## src/rtl/program_data_memory.sv

```systemverilog
// Unified 16-bit program/data memory for the S-Machine CPU with a byte-serial
// boot loader that fills the array before releasing the CPU via cpu_enable.
module program_data_memory #(
  parameter int ADDR_W     = 8,
  parameter int LOAD_LIMIT = 256
) (
  input  logic              clk,
  input  logic              rst_n,
  input  logic [ADDR_W-1:0] PC,
  output logic [15:0]       inst,
  input  logic              enable,
  input  logic              read_write_memory,
  input  logic [ADDR_W-1:0] addr,
  input  logic [15:0]       data_out_memory,
  output logic [15:0]       data_in_memory,
  input  logic              load_valid,
  input  logic [7:0]        load_byte,
  input  logic              load_last,
  output logic              load_ready,
  output logic              cpu_enable,
  output logic [ADDR_W:0]   loaded_words,
  output logic              load_error
);

  typedef enum logic {LOAD, RUN} state_t;

  localparam logic [ADDR_W:0] LIMIT = (ADDR_W+1)'(LOAD_LIMIT);

  logic [15:0] mem [2**ADDR_W];

  state_t          state, state_nx;
  logic            phase, phase_nx;
  logic [7:0]      low_byte, low_nx;
  logic [ADDR_W:0] count_nx;
  logic            err_nx;
  logic            ld_we;
  logic [15:0]     ld_wdata;
  logic            cpu_we, cpu_re;
  logic            mem_we;
  logic [ADDR_W-1:0] mem_waddr;
  logic [15:0]     mem_wdata;
  logic [15:0]     fetch_word;

  always_comb begin
    state_nx = state;
    phase_nx = phase;
    low_nx   = low_byte;
    count_nx = loaded_words;
    err_nx   = load_error;
    ld_we    = 1'b0;
    ld_wdata = {load_byte, low_byte};
    if (state == LOAD && load_valid) begin
      if (loaded_words >= LIMIT) begin
        err_nx   = 1'b1;
        state_nx = RUN;
      end else if (!phase && !load_last) begin
        low_nx   = load_byte;
        phase_nx = 1'b1;
      end else begin
        // A final byte in phase 0 becomes a zero-extended word of its own.
        ld_we    = 1'b1;
        ld_wdata = phase ? {load_byte, low_byte} : {8'h00, load_byte};
        count_nx = loaded_words + 1'b1;
        phase_nx = 1'b0;
        if (load_last) begin
          state_nx = RUN;
        end else if (count_nx == LIMIT) begin
          state_nx = RUN;
          err_nx   = 1'b1;
        end
      end
    end
  end

  assign cpu_we    = (state == RUN) && enable && read_write_memory;
  assign cpu_re    = (state == RUN) && enable && !read_write_memory;
  assign mem_we    = ld_we || cpu_we;
  assign mem_waddr = (state == LOAD) ? loaded_words[ADDR_W-1:0] : addr;
  assign mem_wdata = (state == LOAD) ? ld_wdata : data_out_memory;
  // Write-first: a fetch of the address being written sees the new data.
  assign fetch_word = (cpu_we && addr == PC) ? data_out_memory : mem[PC];

  assign load_ready = (state == LOAD);
  assign cpu_enable = (state == RUN);

  always_ff @(posedge clk) begin
    if (mem_we) mem[mem_waddr] <= mem_wdata;
  end

  always_ff @(posedge clk or negedge rst_n) begin
    if (!rst_n) begin
      state          <= LOAD;
      phase          <= 1'b0;
      low_byte       <= 8'h00;
      loaded_words   <= '0;
      load_error     <= 1'b0;
      inst           <= 16'h0000;
      data_in_memory <= 16'h0000;
    end else begin
      state        <= state_nx;
      phase        <= phase_nx;
      low_byte     <= low_nx;
      loaded_words <= count_nx;
      load_error   <= err_nx;
      if (state == RUN) inst <= fetch_word;
      if (cpu_re) data_in_memory <= mem[addr];
    end
  end

endmodule

```

## config.mk

```make
export PLATFORM = sky130hd
export DESIGN_NAME = program_data_memory
export DESIGN_NICKNAME = d
export VERILOG_FILES = /design/src/rtl/program_data_memory.sv
export SDC_FILE = /design/constraint.sdc
export NUM_CORES = 2
export LEC_CHECK = 0
export CAP_MARGIN = 25
export CORE_AREA = 4 4 645 647
export CTS_CLUSTER_DIAMETER = 50
export DETAILED_ROUTE_END_ITERATION = 7
export DIE_AREA = 0 0 649 651
export HOLD_SLACK_MARGIN = 0.02
export PLACE_DENSITY = 0.7
export SLEW_MARGIN = 15
export SYNTH_ARGS = -nofsm -noshare
export SYNTH_HDL_FRONTEND = slang
export SYNTH_SLANG_ARGS = --single-unit
```

## constraint.sdc

```tcl
create_clock -name clk -period 29.7 [get_ports clk]
set_input_delay 5.94 -clock clk [delete_from_list [all_inputs] [get_ports clk]]
set_output_delay 5.94 -clock clk [all_outputs]
set_load 0.005 [all_outputs]
```

; ---- Word-level counts from Yosys, hierarchy flattened
; Memories as Yosys holds them, arrays and structs flattened. A register that Yosys moved wholly into a read port is not among the register bits.
; Index checks and enable logic that the tools add are counted.
[word_totals]
output_inout_bits = 44
latch_bits = 0
word_cells = 51
regBits = 20
rom_bits = 0
inputBits = 46
ramBits = 4096
mem_count = 1
[classes]
n_addsub = 1
n_lt_le_gt_ge = 1
n_mul = 0
n_div = 0
n_mux = 19
eq_ne = 3
n_reduce_logical = 18
n_bitwise = 3
shift = 0
[memory_table]
columns = memory, words, word_bits, rd, rd_clocked_by_memory_dff, write_ports, line_no
row1 = mem, 256, 16, 2, 2, 1, 29  ; logic [15:0] mem [2**ADDR_W];
[ops]
columns = cell, count
row1 = 2-to-1 mux 16 bit, 5
row2 = 2-to-1 mux 1 bit, 13
row3 = adder 9 x 1 -> 9 bit (second input constant), 1
row4 = equality test 9 bit (second input constant), 1
row5 = greater-or-equal comparator 9 bit (second input constant), 1
row6 = AND reduction 3 bit, 3
row7 = 2-to-1 mux 8 bit, 1
row8 = logical AND 1 bit, 5
row9 = zero test 1 bit, 5
row10 = AND reduction 4 bit, 1
row11 = inverter 1 bit, 3
row12 = nonzero test 3 bit, 1
row13 = inequality test 2 x 1 -> 1 bit (second input constant), 1
row14 = inequality test 2 bit (second input constant), 1
row15 = AND reduction 2 bit, 1
row16 = nonzero test 2 bit, 1
row17 = logical OR 1 bit, 1

; ---- Longest topological paths before layout
[logic_depth]
depth_word = 8
ltp_mapped = 13
mapped_depth_nobuf = 7

; ---- Worst setup path before layout
; No wires, ideal clock.
[synth_path]
path_kind = input to register
start = in load_valid
end = mem mem[0][10] (data pin)
path_buffers = 2
stages = 6
required_time_ns = 27.513
setup_slack_ns = 10.981
setup_ns = 2.187
t_arrival_ns = 16.532
path_cell_list = or3b_1 > buf_2 > or3_1 > clkbuf_1 > nand2_1 > o21ai_0
[synth_via]
elab_chain_len = 3
[synth_rtl]
columns = element, line_no
row1 = "start, declared", 16  ; input logic load_valid,
row2 = logical AND 1 bit, 52  ; if (state == LOAD && load_valid) begin
row3 = 2-to-1 mux 16 bit, 52
row4 = 2-to-1 mux 16 bit, 79  ; assign mem_wdata = (state == LOAD) ? ld_wdata : data_out_memory;
row5 = via mem_wdata[10], 41  ; logic [15:0] mem_wdata;
row6 = "end, declared", 29
; The timed path passes the listed nets, and every way through them passes these cells.

==> out/results.ini <==
[pwr]
comb_power_share_pct=8.3
p_sw_mw=3.16
power.density_nw_per_um2=60.9
intPower_mw=10.0
seq_power_share_pct=49.3
swShare_pct=24.0
p_clk_share_pct=42.3
p_leak_nw=67.5
vdd_drop_max_mv=0.0558

[placement]
io_buffers=89
place.gp.congestion=0.982
place_area_um2=201000
pre_cts_slack_ns=17.70
dp_hpwl_mm=423
dp_cells=14900

[route]
wl_met2_mm=294
wl_per_cell_um=42.5
top_layer_used=met5
vias_per_cell=7.37
drtIter0Drc=21900
antenna_left=0
met3_length_mm=108
routed_wl_mm=672
vias=116000
drc_errors=0
drt-pass1-iter-count=6
wl_met1_mm=217

[synth]
synth_edf_count=4096
syn_inst=9645
yosys.area_share.simple_pct=2.37
synthesis.nets=9693
ys_ff_latch=4148
yosysSeqAreaShare_pct=64.8
synth_xor_area_share_pct=0.0730
synth_compound_area_share_pct=4.46
yosys_warnings=0
ys.flop_type=edfxtp_1
synthMuxAreaShare_pct=26.1
yosys.area_share.adder_pct=0.0130
async_reset_ff_share_pct=1.25
ys_types=81
synth_area_um2=192000
syn-mean-instance-area_um2=19.9
synth_top_family_by_area=multiplexers

[critical_path]
arrival_ns=12.48
crit_path_start=addr[1]
crit_end=data_in_memory[8]
critPathBufInv=5
cp_max_fo=66
critPathLaunchType=input pin
cp_top_family=buffers and inverters
cp.depth=11
r2r.worst_path.cells=9
regToRegStartpoint=cpu_enable
critPathCaptureType=flop
cp_slowest_stage_delay_ns=1.08
reg2reg_slack_ns=24.35
r2r_end=mem[53][2]
critPathSlowestCell=a211oi_1
critPathKind=in -> reg
worstPathCellList=buf_8 -> buf_4 -> buf_4 -> buf_4 -> buf_4 -> mux4_2 -> mux2i_1 -> a22oi_1 -> o211ai_1 -> a211oi_1 -> a211o_1
crit_path_frequent_cell=buf_4
cp.required_ns=30.66

[cts]
cts-resized-gates=0
cts_buffer_depth=4
clkTransAtPathRegs_ns=0.06
htreeDepth=5
postCtsSetupRepairBufs=0
numCtsBuffers=452
clock_latency_ns=1.02
cts_sinks=4148
hold_buffers=0
clockRootBuffer=clkbuf_16
cts_tree=done

[sta]
tightest_slew_ns=1.56
max_freq_mhz=86.8
layout_min_cycle_time_ns=11.52
clock_skew_ns=0.0742
finalWorstSetupSlack_ns=18.18
final-hold-violation-count=0
setup_violations=0
slew_violations=1
setup_tns_ns=0
relSlewSlack_pct=-4.33
rsz0062_at_grt=false
fin_crit_sh_pct=38.8

[job]
max_cap_viol_count=0

[cells_and_area]
most-common-layout-cells=edfxtp_1 (4096), mux4_2 (2003), buf_4 (482), mux2i_1 (472), clkbuf_16 (456)
final_area_um2=216000
fin_util_pct=52.8
mostFrequentLayoutCell=edfxtp_1
nNetsFinal=9988
stdcell_count=15800
drive_gt1_share_pct=34.5
area_delta_synth_final_pct=12.6
nFillCells=31100

[floorplan]
die_x_um=649
dieArea_um2=422000
die_height_um=651
core_um2=410000
io_pins=90
num_rows=235
start_util_pct=46.9

[global_routing]
grt_max_degree=217
grt-ovfl-total=0
grt_pass1_wl_mm=930
antenna_found_initial=68
grt.total_usage_pct=31.4
grt_pass1_vias=115000

[outcome]
violations=slew limit
status=finished with violations

[min_path]
min_path_type=reg -> reg
hold_start=load_error

worst min path at each step:
| stage | end | slack [ns] | cells past startpoint |
|---|---|---|---|
| 2_1_floorplan | load_error | 0.46 | 1 |
| 3_3_place_gp | load_error | 0.47 | 1 |
| 3_5_place_dp | load_error | 0.47 | 1 |
| 4_1_cts | load_error | 0.49 | 1 |
| 5_1_grt | load_error | 0.50 | 1 |
| 6_report | load_error | 0.49 | 1 |
layout make-up:
cell class                      instances  area [um^2]  share of cell area (%)
Multi-Input combinational cell       4691        64700                    29.9
Antenna cell                           38         95.1                  0.0440
Sequential cell                      4148       124000                    57.5
Clock inverter                        299         2860                    1.32
Timing Repair Buffer                  633         5560                    2.57
Inverter                               14         67.6                  0.0313
Tap cell                             5451         6820                    3.16
Clock buffer                          534        11700                    5.42
power groups by stage:
stage	registers (mW)	clock network [mW]	logic, mW
5_1_grt	6.48	5.85	1.11
2_1_floorplan	6.62	0	0.627
6_report	6.49	5.57	1.10
3_3_place_gp	6.61	0	1.03
3_5_place_dp	6.61	0	1.04
4_1_cts	6.49	5.59	1.05
metal layers:
| metal | GRT usage (%) | vias up |
|---|---|---|
| met5 | 0.102 | - |
| met4 | 20.2 | 38 |
| met3 | 12.6 | 2200 |
| met2 | 45.5 | 10600 |
| met1 | 39.3 | 60800 |
| li1 | - | 42800 |
registers in the layout (all words and copies together) (netlist names):
| name | count |
|---|---|
| data_in_memory | 16 |
| cpu_enable | 1 |
| loaded_words | 9 |
| load_error | 1 |
| low_byte | 8 |
| phase | 1 |
| inst | 16 |
| mem | 4096 |
stage by stage:
stage,hold WS [ns],total power [mW]
after CTS,0.489,13.1
final,0.486,13.2
after floorplan,0.465,7.25
after detailed placement,0.474,7.66
after global placement,0.468,7.64
after global routing,0.504,13.4
synth_stat cells (all sizes together), types with 7 or more instances:
| master | n | share of area (%) |
|---|---|---|
| nor4 | 18 | 0.059 |
| a211o | 15 | 0.068 |
| nand2b | 17 | 0.055 |
| nand4 | 25 | 0.088 |
| nor2b | 28 | 0.091 |
| o21ai | 64 | 0.17 |
| nor4b | 7 | 0.035 |
| nor2 | 315 | 0.62 |
| a21oi | 120 | 0.31 |
| clkbuf | 286 | 0.56 |
| edfxtp | 4096 | 64 |
| a311o | 7 | 0.037 |
| a22oi | 189 | 0.74 |
| o22ai | 225 | 0.73 |
| o22a | 13 | 0.059 |
| or4 | 8 | 0.031 |
| and3 | 20 | 0.065 |
| mux2i | 474 | 2.5 |
| dfrtp | 52 | 0.68 |
| and2 | 34 | 0.11 |
| o211ai | 28 | 0.11 |
| o311ai | 14 | 0.064 |
| xnor2 | 13 | 0.059 |
| nand3 | 66 | 0.17 |
| o31ai | 29 | 0.12 |
| nor3 | 94 | 0.25 |
| a211oi | 73 | 0.29 |
| a32oi | 35 | 0.16 |
| inv | 12 | 0.023 |
| a2111oi | 9 | 0.041 |
| o2111ai | 13 | 0.059 |
| or2 | 7 | 0.023 |
| nand2 | 347 | 0.68 |
| a311oi | 10 | 0.046 |
| buf | 506 | 1.6 |
| mux2 | 20 | 0.12 |
| a221oi | 51 | 0.23 |
| a31oi | 24 | 0.078 |
| o221ai | 144 | 0.66 |
| a22o | 73 | 0.33 |
| mux4 | 2003 | 24 |
| a221o | 7 | 0.037 |
logic make-up (layout without fill, tap and decap cells):
| family | Yosys count | count (layout) |
|---|---|---|
| AOI/OAI and AO/OA | 1168 | 1168 |
| DFF | 4148 | 4148 |
| muxes | 2497 | 2497 |
| and+or+nand+nor | 1008 | 1008 |
| other | 0 | 38 |
| buffers and inverters | 806 | 1480 |
| adders and majority gates | 2 | 2 |
| xor gates and xnor gates | 16 | 16 |
(Power assumes the default switching activity.)
==> RTL change, RTL diff (same settings) <==
Change the parameter `ADDR_W` from 8 to 7.
--- a/src/rtl/program_data_memory.sv
+++ b/src/rtl/program_data_memory.sv
@@ -1,7 +1,7 @@
 // Unified 16-bit program/data memory for the S-Machine CPU with a byte-serial
 // boot loader that fills the array before releasing the CPU via cpu_enable.
 module program_data_memory #(
-  parameter int ADDR_W     = 8,
+  parameter int ADDR_W     = 7,
   parameter int LOAD_LIMIT = 256
 ) (
   input  logic              clk,
Ports: changed (resized PC, addr and loaded_words); port bits go from 90 to 87. The function was not compared with the original's and may differ.
==> RTL change against the unedited design <==
  * The flow finishes with violations (DRC)
  * Setup slack worse by 0.93 ns
  * Register-to-register slack gained 0.53 ns
  * Power is 51% lower
  * Final area is 48% lower
  * Count of clock-buffer cells in the layout fell by 280
  * Sequential cell count decreased by 2067
  * Via count decreased by 50%
  * Area after synthesis decreased by 49%
  * Wire length shrank 51%
  * Largest cell class unchanged
  * Largest power group unchanged
==> RTL change: results (changes against the unedited design) <==
* Status: finished, violations left (unchanged)
* Failing checks: DRC (was slew limit)
* Reg2reg end: inst[3] (was mem[53][2])
* Antenna violations before repair at 31 (was 68)
* R2R Setup Slk at 24.88 ns (was 24.35 ns)
* First-pass GRT wire length at 453 mm (was 930 mm)
* Dpl cell area at 105,000 sq um (was 201,000 sq um)
* # fillers at 40,100 (was 31,100)
* Worst-Skew Late Latency at 0.90 ns (was 1.02 ns)
* Met2 Routed Length at 148 mm (was 294 mm)
* Met1 GRT Util at 0.175 (was 0.393)
* Port Buffers at 77 (was 89)
* M2 GR Usage at 0.228 (was 0.455)
* ANT cells at 14 (was 38)
* Final Cycle Share at 0.419 (was 0.388)
* Hold WS at 0.512 ns (was 0.486 ns)
* Wire per inst at 30.3 um (was 42.5 um)
* CP startpoint: PC[0] (was addr[1])
* Post-synthesis area per instance at 19.6 sq um (was 19.9 sq um)
* Post-synthesis async set-or-reset flop share at 0.0159 (was 0.0125)
* Worst reg2reg path depth at 10 (was 9)
* DR pass1 iterations at 8 (was 6)
* #FFs+latches synth at 2,081 (was 4,148)
* Top flop regs: mem: 2048 flops, data_in_memory: 16 flops, inst: 16 flops (was mem: 4096 flops, data_in_memory: 16 flops, inst: 16 flops)
* Top cells by area, synth: edfxtp_1 63%, mux4_2 21%, mux2i_1 4.1% (was edfxtp_1 64%, mux4_2 24%, mux2i_1 2.5%)
* Largest net degree at the start of global routing at 123 (was 217)
* Placer's final routability congestion estimate at 0.962 (was 0.982)
* Worst setup path end: inst[12] (was data_in_memory[8])
* Critical Path AT at 13.21 ns (was 12.48 ns)
* Area share of buffers outside the clock network at 0.0271 (was 0.0257)
* Post-CTS Setup Inserts at 0 (unchanged)
* Signal buffers at 357 (was 633)
* Static Leak at 34.6 nW (was 67.5 nW)
* RR Startpoint: load_error (was cpu_enable)
* Final-stage net count at 5,212 (was 9,988)
* Sequential-to-total area share from yosys stat at 0.637 (was 0.648)
* Comb_multi_in at 2,508 (was 4,691)
* Placed Cells at 10,400 (was 14,900)
* Share of layout cells above drive strength 1 at 0.324 (was 0.345)
* DRT iter0 DRCs at 8,808 (was 21,900)
* Fin cells at 10,800 (was 15,800)
* Area delta synth->final at 14.9% (was 12.6%)
* Signal inverters at 5 (was 14)
* CTS max path bufs at 4 (unchanged)
* Via density at 5.34 (was 7.37)
* Top cells by count, synth: 2,048 x edfxtp_1, 924 x mux4_2, 400 x mux2i_1 (was 4,096 x edfxtp_1, 2,003 x mux4_2, 472 x mux2i_1)
* DRC Markers at 1 (was 0)
* Hold wc startpoint: data_in_memory[0] (was load_error)
* Worst Hold Path EP: data_in_memory[0] (was load_error)
* Vias in the first global route at 57,400 (was 115,000)
* EDFF count, synth at 2,048 (was 4,096)
* Dpl ws at 15.93 ns (was 17.70 ns)
* Netlist cell types at 74 (was 81)
* Clock Buffer Count at 254 (was 534)
* Seq/total area at 0.554 (was 0.575)
* CP Max Fanout at 94 (was 66)
* Total global-route track usage at 0.149 (was 0.314)
* Hold path depth at 2 (was 1)
* ClkCell Share at 0.0608 (was 0.0674)
RTL change: changes by cell type after synthesis, sizes merged, moves of 109 or more:
cell | before | now
clkbuf | 286 | 122
nor2 | 315 | 206
a22oi | 189 | 25
o22ai | 225 | 104
mux4 | 2003 | 978
nand2 | 347 | 117
edfxtp | 4096 | 2048
buf | 506 | 282
RTL change: cell families after synthesis:
group,after synthesis,share of synthesized area
compound gates,472,0.0331
xor+xnor,2,0.000179
buf+inv,409,0.0283
flops,2081,0.637
mux,1391,0.270
other cells,1,0.0000383
simple gates,635,0.0315
RTL change: critical path: stages:
cell and delay [ns]:
buf_8 0.41, buf_4 0.76, buf_12 0.63, buf_4 0.85
buf_4 0.82, buf_4 0.85, mux2i_1 0.20, o221ai_1 0.29
a21oi_1 0.16, a211oi_2 0.66, nand4_1 0.47, or3_1 0.69
a31oi_1 0.27
RTL change: power by group:
part	switching [mW]	internal, mW
logic	0.346	0.206
clock network	1.18	1.48
registers	0.0163	3.24
total	1.55	4.93
